File: src/rtl/nn_weight_loader_pkg.sv
// Shared widths, default sizes and state encoding for the network parameter loader.
package nn_weight_loader_pkg;

    localparam int unsigned WRITE_IN_BIT_WIDTH = 16;
    localparam int unsigned RELU_NODES         = 32;
    localparam int unsigned INPUT_PIXELS       = 784;
    localparam int unsigned ADDR_W             = 10;

    typedef enum logic [2:0] {
        IDLE       = 3'd0,
        L1_WEIGHTS = 3'd1,
        L1_BIAS    = 3'd2,
        L2_WEIGHTS = 3'd3,
        L2_BIAS    = 3'd4,
        DONE       = 3'd5
    } load_state_e;

    // True in the states where a host beat can be accepted.
    function automatic logic is_load_state(input load_state_e s);
        return (s == L1_WEIGHTS) || (s == L1_BIAS) || (s == L2_WEIGHTS) || (s == L2_BIAS);
    endfunction

endpackage

File: src/rtl/nn_weight_loader_if.sv
// Host handshake and network write-port bundle of the parameter loader.
interface nn_weight_loader_if
    import nn_weight_loader_pkg::*;
#(
    parameter int unsigned DATA_W = WRITE_IN_BIT_WIDTH
);
    logic              start;
    logic              dataValid;
    logic [DATA_W-1:0] dataIn;
    logic              dataReady;
    logic              weightWriteEnable;
    logic              biasWriteEnable;
    logic              LayerWriteSelect;
    logic [ADDR_W-1:0] WriteAddressSelect;
    logic [DATA_W-1:0] writeIn;
    logic              busy;
    logic              loadDone;

    modport master (
        output start, dataValid, dataIn,
        input  dataReady, weightWriteEnable, biasWriteEnable, LayerWriteSelect,
        input  WriteAddressSelect, writeIn, busy, loadDone
    );

    modport slave (
        input  start, dataValid, dataIn,
        output dataReady, weightWriteEnable, biasWriteEnable, LayerWriteSelect,
        output WriteAddressSelect, writeIn, busy, loadDone
    );
endinterface

File: src/rtl/nn_weight_loader.sv
// Streams host words into layer-1/layer-2 weights and biases of the network.
module nn_weight_loader
    import nn_weight_loader_pkg::*;
#(
    parameter int unsigned DATA_W          = WRITE_IN_BIT_WIDTH,
    parameter int unsigned L1_WEIGHT_COUNT = INPUT_PIXELS,
    parameter int unsigned L2_WEIGHT_COUNT = RELU_NODES
) (
    input logic               clk,
    input logic               reset,
    nn_weight_loader_if.slave bus
);

    localparam logic [ADDR_W-1:0] L1_LAST = ADDR_W'(L1_WEIGHT_COUNT - 1);
    localparam logic [ADDR_W-1:0] L2_LAST = ADDR_W'(L2_WEIGHT_COUNT - 1);

    load_state_e       state_q, state_d;
    logic [ADDR_W-1:0] addr_q, addr_d;
    logic              ready_q, ready_d;
    logic              wen_q, wen_d;
    logic              ben_q, ben_d;
    logic              layer_q, layer_d;
    logic [ADDR_W-1:0] waddr_q, waddr_d;
    logic [DATA_W-1:0] wdata_q, wdata_d;
    logic              busy_q, busy_d;
    logic              done_q, done_d;
    logic              accept_c;

    assign accept_c = bus.dataValid && ready_q;

    // State register and registered write-port outputs.
    always_ff @(posedge clk or negedge reset) begin
        if (!reset) begin
            state_q <= IDLE;
            addr_q  <= '0;
            ready_q <= 1'b0;
            wen_q   <= 1'b0;
            ben_q   <= 1'b0;
            layer_q <= 1'b0;
            waddr_q <= '0;
            wdata_q <= '0;
            busy_q  <= 1'b0;
            done_q  <= 1'b0;
        end else begin
            state_q <= state_d;
            addr_q  <= addr_d;
            ready_q <= ready_d;
            wen_q   <= wen_d;
            ben_q   <= ben_d;
            layer_q <= layer_d;
            waddr_q <= waddr_d;
            wdata_q <= wdata_d;
            busy_q  <= busy_d;
            done_q  <= done_d;
        end
    end

    // Next-state, address sequencing and write strobe generation.
    always_comb begin
        state_d = state_q;
        addr_d  = addr_q;
        wen_d   = 1'b0;
        ben_d   = 1'b0;
        layer_d = layer_q;
        waddr_d = waddr_q;
        wdata_d = wdata_q;
        done_d  = done_q;
        busy_d  = 1'b0;

        // Every accepted beat latches its address/data; strobes are set per state below.
        if (accept_c) begin
            waddr_d = addr_q;
            wdata_d = DATA_W'(bus.dataIn);
        end

        case (state_q)
            IDLE, DONE: begin
                if (bus.start && !busy_q) begin
                    state_d = L1_WEIGHTS;
                    addr_d  = '0;
                    done_d  = 1'b0;
                end
            end
            L1_WEIGHTS: begin
                if (accept_c) begin
                    wen_d   = 1'b1;
                    layer_d = 1'b0;
                    if (addr_q == L1_LAST) begin
                        state_d = L1_BIAS;
                        addr_d  = '0;
                    end else begin
                        addr_d = addr_q + ADDR_W'(1);
                    end
                end
            end
            L1_BIAS: begin
                if (accept_c) begin
                    ben_d   = 1'b1;
                    layer_d = 1'b0;
                    state_d = L2_WEIGHTS;
                end
            end
            L2_WEIGHTS: begin
                if (accept_c) begin
                    wen_d   = 1'b1;
                    layer_d = 1'b1;
                    if (addr_q == L2_LAST) begin
                        state_d = L2_BIAS;
                        addr_d  = '0;
                    end else begin
                        addr_d = addr_q + ADDR_W'(1);
                    end
                end
            end
            L2_BIAS: begin
                if (accept_c) begin
                    ben_d   = 1'b1;
                    layer_d = 1'b1;
                    state_d = DONE;
                    done_d  = 1'b1;
                    // Busy stays up through the final strobe cycle.
                    busy_d  = 1'b1;
                end
            end
            default: begin
                state_d = IDLE;
                addr_d  = '0;
            end
        endcase

        ready_d = is_load_state(state_d);
        if (is_load_state(state_d)) begin
            busy_d = 1'b1;
        end
    end

    assign bus.dataReady          = ready_q;
    assign bus.weightWriteEnable  = wen_q;
    assign bus.biasWriteEnable    = ben_q;
    assign bus.LayerWriteSelect   = layer_q;
    assign bus.WriteAddressSelect = waddr_q;
    assign bus.writeIn            = wdata_q;
    assign bus.busy               = busy_q;
    assign bus.loadDone           = done_q;

endmodule

File: src/flat_wrapper.sv
// flat-port wrapper written by rule: the top's interface ports become plain ports
module nn_weight_loader_flat import nn_weight_loader_pkg::*;
#(
    parameter int unsigned DATA_W          = WRITE_IN_BIT_WIDTH,
    parameter int unsigned L1_WEIGHT_COUNT = INPUT_PIXELS,
    parameter int unsigned L2_WEIGHT_COUNT = RELU_NODES
)
  (clk, reset, bus_start, bus_dataValid, bus_dataIn, bus_dataReady, bus_weightWriteEnable, bus_biasWriteEnable, bus_LayerWriteSelect, bus_WriteAddressSelect, bus_writeIn, bus_busy, bus_loadDone);
  nn_weight_loader_if #(.DATA_W(DATA_W)) bus_i ();
  input logic clk;
  input logic reset;
  input wire logic [$bits(bus_i.start)-1:0] bus_start;
  input wire logic [$bits(bus_i.dataValid)-1:0] bus_dataValid;
  input wire logic [$bits(bus_i.dataIn)-1:0] bus_dataIn;
  output wire logic [$bits(bus_i.dataReady)-1:0] bus_dataReady;
  output wire logic [$bits(bus_i.weightWriteEnable)-1:0] bus_weightWriteEnable;
  output wire logic [$bits(bus_i.biasWriteEnable)-1:0] bus_biasWriteEnable;
  output wire logic [$bits(bus_i.LayerWriteSelect)-1:0] bus_LayerWriteSelect;
  output wire logic [$bits(bus_i.WriteAddressSelect)-1:0] bus_WriteAddressSelect;
  output wire logic [$bits(bus_i.writeIn)-1:0] bus_writeIn;
  output wire logic [$bits(bus_i.busy)-1:0] bus_busy;
  output wire logic [$bits(bus_i.loadDone)-1:0] bus_loadDone;
  assign bus_i.start = bus_start;
  assign bus_i.dataValid = bus_dataValid;
  assign bus_i.dataIn = bus_dataIn;
  assign bus_dataReady = bus_i.dataReady;
  assign bus_weightWriteEnable = bus_i.weightWriteEnable;
  assign bus_biasWriteEnable = bus_i.biasWriteEnable;
  assign bus_LayerWriteSelect = bus_i.LayerWriteSelect;
  assign bus_WriteAddressSelect = bus_i.WriteAddressSelect;
  assign bus_writeIn = bus_i.writeIn;
  assign bus_busy = bus_i.busy;
  assign bus_loadDone = bus_i.loadDone;
  nn_weight_loader #(.DATA_W(DATA_W), .L1_WEIGHT_COUNT(L1_WEIGHT_COUNT), .L2_WEIGHT_COUNT(L2_WEIGHT_COUNT)) u_core (.clk(clk), .reset(reset), .bus(bus_i));
endmodule
File: config.mk
export PLATFORM = sky130hd
export DESIGN_NAME = nn_weight_loader_flat
export DESIGN_NICKNAME = d
export VERILOG_FILES = /design/src/rtl/nn_weight_loader_pkg.sv /design/src/rtl/nn_weight_loader_if.sv /design/src/rtl/nn_weight_loader.sv /design/src/flat_wrapper.sv
export SDC_FILE = /design/constraint.sdc
export NUM_CORES = 1
export LEC_CHECK = 0
export CAP_MARGIN = 20
export CORE_MARGIN = 3
export CORE_UTILIZATION = 47
export CTS_CLUSTER_DIAMETER = 30
export CTS_CLUSTER_SIZE = 40
export DETAILED_ROUTE_END_ITERATION = 6
export PLACE_DENSITY = 0.73
export SYNTH_ARGS = -nofsm -noshare
export SYNTH_HDL_FRONTEND = slang
export SYNTH_SLANG_ARGS = --single-unit
export TNS_END_PERCENT = 10
File: constraint.sdc
create_clock -name clk -period 2.72 [get_ports clk]
set_input_delay 0.68 -clock clk [delete_from_list [all_inputs] [get_ports clk]]
set_output_delay 0.68 -clock clk [all_outputs]
set_load 0.005 [all_outputs]
==> results.md <==
| Parameter | This run | Unit |
|:---|:---|:---|
| Result of the run | complete, no violations | - |
| Count of nets after finishing | 252 | - |
| Buffers added on ports | 51 | - |
| # Max-Cap Violations | 0 | - |
| Cell chosen for the clock root | clkbuf_8 | - |
| Post-route clock skew | 0.003867 | ns |
| Diodes inserted | 0 | - |
| TritonCTS buffer count | 5 | - |
| Number of gates resized after cts | 0 | - |
| Fmax achieved | 446.7 | MHz |
| Async S/R FF share, synth | 100.0 | % |
| Worst reg2reg setup slack | 0.79 | ns |
| Violation count after the first detailed-routing iteration | 106 | - |
| Final Instance Count excl. Fillers | 282 | - |
| Routed Antenna Nets | 0 | - |
| Clock tree sinks | 45 | - |
| Overall routed net length | 4.403 | mm |
| Finished layout cell area | 2728 | um2 |
| Number of placement rows | 23 | - |
| Most instantiated library cell after synthesis | dfrtp_1 | - |
| Via count of the first global-routing pass | 1499 | - |
| Synthesized cell area | 2078 | um2 |
| Area after detailed placement | 2626 | um2 |
| Number of H-tree levels | 2 | - |
| Endpoints failing setup | 0 | - |
| Design Power | 1.669 | mW |
| IO Pins | 52 | - |
| Starting Density | 50.15 | % |
| Global-route wire length before repair | 7.293 | mm |
| TritonCTS clock tree | built | - |
| Yosys top cell by area | dfrtp_1 | - |
| Post-synthesis sequential area ratio | 54.18 | % |
| Max-Slew Margin vs Limit | 34.23 | % |
| Die area | 5256 | um2 |
| Time the final worst path needs with I/O delays and setup | 2.239 | ns |
| Worst ir drop on vdd | 0.3991 | mV |
| Max Root-Sink Buffers | 2 | - |
| Slew at the pin closest to its max-slew limit | 0.9866 | ns |
| Remaining design rule violation count | 0 | - |
| Setup repair after global routing missed its margin | false | - |
| Commonest cells in the synthesized netlist | dfrtp_1 (45), mux2_2 (25), o21ai_0 (14) | - |
| Initial antenna violation count | 0 | - |
| Final weighted congestion in routability-driven placement | 0.8245 | - |
| Fraction of final layout cells with drive strength greater than 1 | 19.83 | % |
| Remaining global-route overflow | 0 | - |
| Post-Syn Instances | 179 | - |
| Data required time of the worst path | 2.89 | ns |
| Clock-pin slew reported for the worst setup and hold paths after clock tree synthesis | 0.08 | ns |
| Mean instance size in the synthesized netlist | 11.61 | um2 |
| Post-CTS Setup Repair Bufs | 0 | - |
| GR Util All Layers | 18.13 | % |
| EDFF count, synth | 0 | - |
| Cell area power density | 611.8 | nW/um2 |
| Post-detail-place hpwl | 3.247 | mm |
| Area of the core | 4144 | um2 |
| Hold buffer count at CTS | 0 | - |
| Detailed-routing iteration count for the pre-antenna-repair pass | 4 | - |
| Arrival @ worst endpoint | 2.41 | ns |
| Area growth, synth to finish | 31.25 | % |
| Maximum fanout count along the critical path | 10 | - |
| Worst-Skew Late Latency | 0.29 | ns |
| Number of endpoints with negative hold slack in the final report | 0 | - |
| Routed vias | 1555 | - |
| Post-placement cell count | 274 | - |
| Share of the clock period used by the worst path after layout | 82.31 | % |
| Pin count of the biggest net entering global routing | 46 | - |
| Final Slew Violations | 0 | - |
| Nets in the synthesized netlist | 200 | - |
| Static leakage | 1.127 | nW |
| Element type at the critical path start | input pin | - |
| Worst hold path class | flip-flop to flip-flop | - |
| Yosys cell types | 50 | - |
| Yosys top cell area share | 54.18 | % |
| Dominant synthesized flop cell | dfrtp_1 | - |
| Crit path kind | input pin to flip-flop | - |
| Worst Setup End Kind | flip-flop | - |
| Die extent in y | 72.50 | um |
| Number of warning messages in the yosys log | 0 | - |
| Smallest hold slack | 0.4873 | ns |
| DR WL/cell | 15.61 | um |
| Mean number of vias per cell | 5.514 | - |
| Area contributors post-synth | dfrtp_1 (54%), mux2_2 (14%), o21ai_0 (3.4%), nand2_1 (2.3%), nor2_1 (1.6%) | - |
| Post-synthesis register bit count | 45 | - |
| Horizontal die dimension | 72.50 | um |
| Setup tns final | 0 | ns |
through the flow:
step	worst slack [ns]	util [%]
2_1_floorplan	0.7738	-
3_3_place_gp	0.2653	63.38
3_5_place_dp	0.2196	63.38
4_1_cts	0.5178	65.82
5_1_grt	0.4063	65.82
6_report	0.4811	65.82
logic make-up (layout without fill, tap and decap cells):
| group | after synthesis | count (layout) | share of synthesized area (%) |
|---|---|---|---|
| AND/OR/NAND/NOR | 52 | 52 | 14.57 |
| XOR/XNOR | 2 | 2 | 0.8430 |
| AO/OA/AOI/OAI | 39 | 39 | 12.58 |
| buffers and inverters | 14 | 67 | 2.950 |
| adder cells (fa/ha/maj) | 1 | 1 | 0.6020 |
| flip-flops | 45 | 45 | 54.18 |
| multiplexers | 26 | 26 | 14.27 |
state kept, by name (all words and copies together), names as in the netlist, 3 cells and up:
name and cells:
u_core.addr_q 10, u_core.bus.writeIn 16, u_core.bus.WriteAddressSelect 10, u_core.state_q 3
power by group:
group          switching, mW  leakage, nW  total, mW  internal [mW]
clock network          0.216       0.0542      0.445          0.230
logic                  0.141        0.506      0.378          0.237
registers             0.0791        0.567      0.846          0.767
total                  0.436         1.13       1.67           1.23
critical path, cell delays in order:
cell and delay [ns]:
clkdlybuf4s50_1 0.47, and2_1 0.19, mux2_2 0.27, a21oi_2 0.38
nand2b_1 0.30, o21ai_0 0.12
area by class of cell:
type / instances / area [um2]
flip-flops and latches: 45 / 1126
well taps: 50 / 62.56
clock inverters: 1 / 5.005
multi-input cells: 120 / 890.9
clock buffers: 7 / 96.34
fillers: 340 / 1416
repair buffers: 54 / 528.0
inverters: 5 / 18.77
layout by cell type (no fill, tap or decap), types with 2 or more instances in the layout:
master           instances
nand2_1                 13
clkdlybuf4s50_1         50
nor2_1                   9
a211o_1                  2
a22o_1                   3
a21oi_1                  4
mux2_2                  25
o21ai_1                  2
o31ai_1                  3
clkbuf_8                 7
nor3_1                   2
dfrtp_1                 45
nand2b_1                 3
or3_1                    2
o21ai_0                 14
nand3_1                  5
nand4bb_1                2
nor3b_1                  2
inv_1                    5
buf_4                    3
path summary, 6_finish.rpt:
kind | from | end | cells after the start
min | u_core.bus.WriteAddressSelect[5] | u_core.bus.WriteAddressSelect[5] | 2
min reg2reg | u_core.bus.WriteAddressSelect[5] | u_core.bus.WriteAddressSelect[5] | 2
min in group asynchronous | reset | u_core.addr_q[8] | 1
max reg2reg | u_core.addr_q[0] | u_core.addr_q[6] | 6
max in group asynchronous | reset | u_core.bus.writeIn[10] | 1
max | bus_dataValid | u_core.addr_q[2] | 6
per-layer routing:
metal | GRT usage (%) | share of wire [%] | vias to the layer above
met5 | 0 | 0 | -
met4 | 7.582 | 1.7 | 0
met3 | 4.986 | 7.3 | 9
met2 | 28.41 | 45 | 59
met1 | 23.80 | 46 | 738
li1 | - | - | 749
No activity file was read; power rests on OpenSTA's default activity.
==> variant, RTL diff (same settings) <==
Re-encode `load_state_e` (6 states) as Gray code, 3 bits wide.
--- a/src/rtl/nn_weight_loader_pkg.sv
+++ b/src/rtl/nn_weight_loader_pkg.sv
@@ -8,10 +8,10 @@
 
     typedef enum logic [2:0] {
-        IDLE       = 3'd0,
-        L1_WEIGHTS = 3'd1,
-        L1_BIAS    = 3'd2,
-        L2_WEIGHTS = 3'd3,
-        L2_BIAS    = 3'd4,
-        DONE       = 3'd5
+        IDLE       = 3'b000,
+        L1_WEIGHTS = 3'b001,
+        L1_BIAS    = 3'b011,
+        L2_WEIGHTS = 3'b010,
+        L2_BIAS    = 3'b110,
+        DONE       = 3'b111
     } load_state_e;
 
Check against the original RTL: no difference found for any inputs over 10 cycles, from zero or initial values and one cycle with reset low; not proved beyond that.
==> variant against the original RTL <==
  * Total power rose by 31%
  * Routed wire length fell by 2.5%
  * Cell area rose by 0.96%
  * Count of clock-buffer cells in the layout fell by 2
  * Hold slack got worse by 220 ps
  * Critical path type unchanged
  * Setup slack improved by 140 ps
  * First-iteration DRC count fell by 27%
  * Largest power group unchanged
  * Cell count rose by 15%
  * Synthesized cell count rose by 24%
  * Area after synthesis fell by 0.24%
  * Fmax rose by 6.5%
  * Sequential cell count did not move
==> variant: results (changes against the original RTL) <==
[synth]
syn_inst=222  ; +24%
synth_common_cells=93 x nand2_1, 45 x dfrtp_1, 12 x nor2_1
synthDistinctLibCells=42  ; -16%
yosys-top-cells-area=dfrtp_1 54%, nand2_1 17%, a22o_1 3.0%
syn_nets=243  ; +22%
yosysSeqAreaShare_pct=54.3  ; +0.13 points
synth-warning-count=0  ; unchanged
synth_most_common_cell=nand2_1

[power_and_ir_drop]
irDropWorstVdd_v=0.000519  ; +30%
p_leak_nw=1.30  ; +15%
power_switching_mw=0.638  ; +46%

[clock_tree]
clock_path_buffers=2  ; unchanged

[timing]
worst_pin_slew_ps=530  ; -456 ps
finClkSkew_ps=6.10  ; +2.23 ps

[route]
wire_per_inst_um=13.2  ; -15%
viasPerCell=5.09  ; -7.7%
drt_first_iter_violations=77  ; -27%
wl_mm=4.30  ; -2.5%

[placed_design]
postPlaceCellArea_um2=2620  ; -0.24%
dpl.hpwl_mm=2.98  ; -8.4%
gp_congestion=0.773  ; -6.3%
dp_cells=317  ; +16%

[cells_and_area]
fin_nets=295  ; +17%
drive_above_1_share_pct=9.45  ; -10 points

[run_status]
status=complete, no violations

[global_route]
track_usage_pct=18.2  ; +0.091 points
grt_pass1_wl_mm=7.54  ; +3.4%
grt_pass1_vias=1663  ; +11%
grt_start_max_net_pins=33  ; -28%

[min_path]
worstHoldPathType=in -> async

[critical_path]
crit_fanout=9  ; -1

==> variant: cell count changes in the layout (fill, tap and decap cells not counted), moves of 3 or more <==
cell | before | now
a21o_1 | 1 | 5
a22o_1 | 3 | 7
nor2_1 | 9 | 12
mux2_2 | 25 | 1
o21ai_0 | 14 | 2
a21oi_1 | 4 | 7
o31ai_1 | 3 | 0
inv_1 | 5 | 2
nand2_1 | 13 | 93
nand3_1 | 5 | 2
==> variant: worst paths after layout <==
path                       slack [ps]  cells after the start                                 end                               start
hold / removal                    270                      1   u_core.bus.writeIn[9]$_DFFE_PN0P_                               reset
max in group asynchronous        1750                      2           u_core.bus.busy$_DFF_PN0_                               reset
hold reg to reg                   470                      2  u_core.bus.writeIn[15]$_DFFE_PN0P_  u_core.bus.writeIn[15]$_DFFE_PN0P_
setup / recovery                  620                      6        u_core.addr_q[0]$_DFFE_PN0P_                           bus_start
setup reg to reg                  710                      5        u_core.addr_q[4]$_DFFE_PN0P_        u_core.addr_q[5]$_DFFE_PN0P_
min in group clk                  470                      2  u_core.bus.writeIn[15]$_DFFE_PN0P_  u_core.bus.writeIn[15]$_DFFE_PN0P_
==> variant: layer usage <==
metal | global-route usage (%) | vias to the layer above | share of wire (%)
met2 | 29.9 | 46 | 46
li1 | - | 845 | -
met5 | 0 | - | 0
met3 | 4.85 | 4 | 6.7
met1 | 23.9 | 759 | 46
met4 | 5.12 | 0 | 1.1
==> variant: cell families after synthesis <==
group / share of synthesized area (%)
AND/OR/NAND/NOR: 28.8
flip-flops: 54.3
adder cells (fa/ha/maj): 0.603
AO/OA/AOI/OAI: 12.7
buffers and inverters: 2.66
XOR/XNOR: 0.423
multiplexers: 0.543
==> variant: stage by stage <==
stage	worst slack (ps)	util [%]
6_report	618	66.9
5_1_grt	512	66.9
4_1_cts	624	66.9
3_5_place_dp	324	63.7
3_3_place_gp	358	63.7
2_1_floorplan	897	-
==> variant: area by class of cell <==
class / instances / area (um^2)
Clock buffer: 5 / 68.8
Clock inverter: 3 / 65.1
Fill cell: 351 / 1360
Inverter: 3 / 11.3
Multi-Input combinational cell: 165 / 892
Sequential cell: 45 / 1130
Tap cell: 50 / 62.6
Timing Repair Buffer: 54 / 528
==> variant: power by group through the flow <==
stage	logic [mW]	registers, mW	clock network (mW)
final	0.663	0.944	0.578
after detailed placement	0.668	0.955	0
after global placement	0.657	0.950	0
after floorplan	0.322	0.941	0
after CTS	0.674	0.945	0.595
after global routing	0.743	0.969	0.614
==> variant: worst max-delay path, cell delays in order <==
cell	delay (ps)
clkdlybuf4s50_1	460
nor2b_1	260
a21oi_1	130
o221a_2	360
nor2_4	240
mux2_2	190
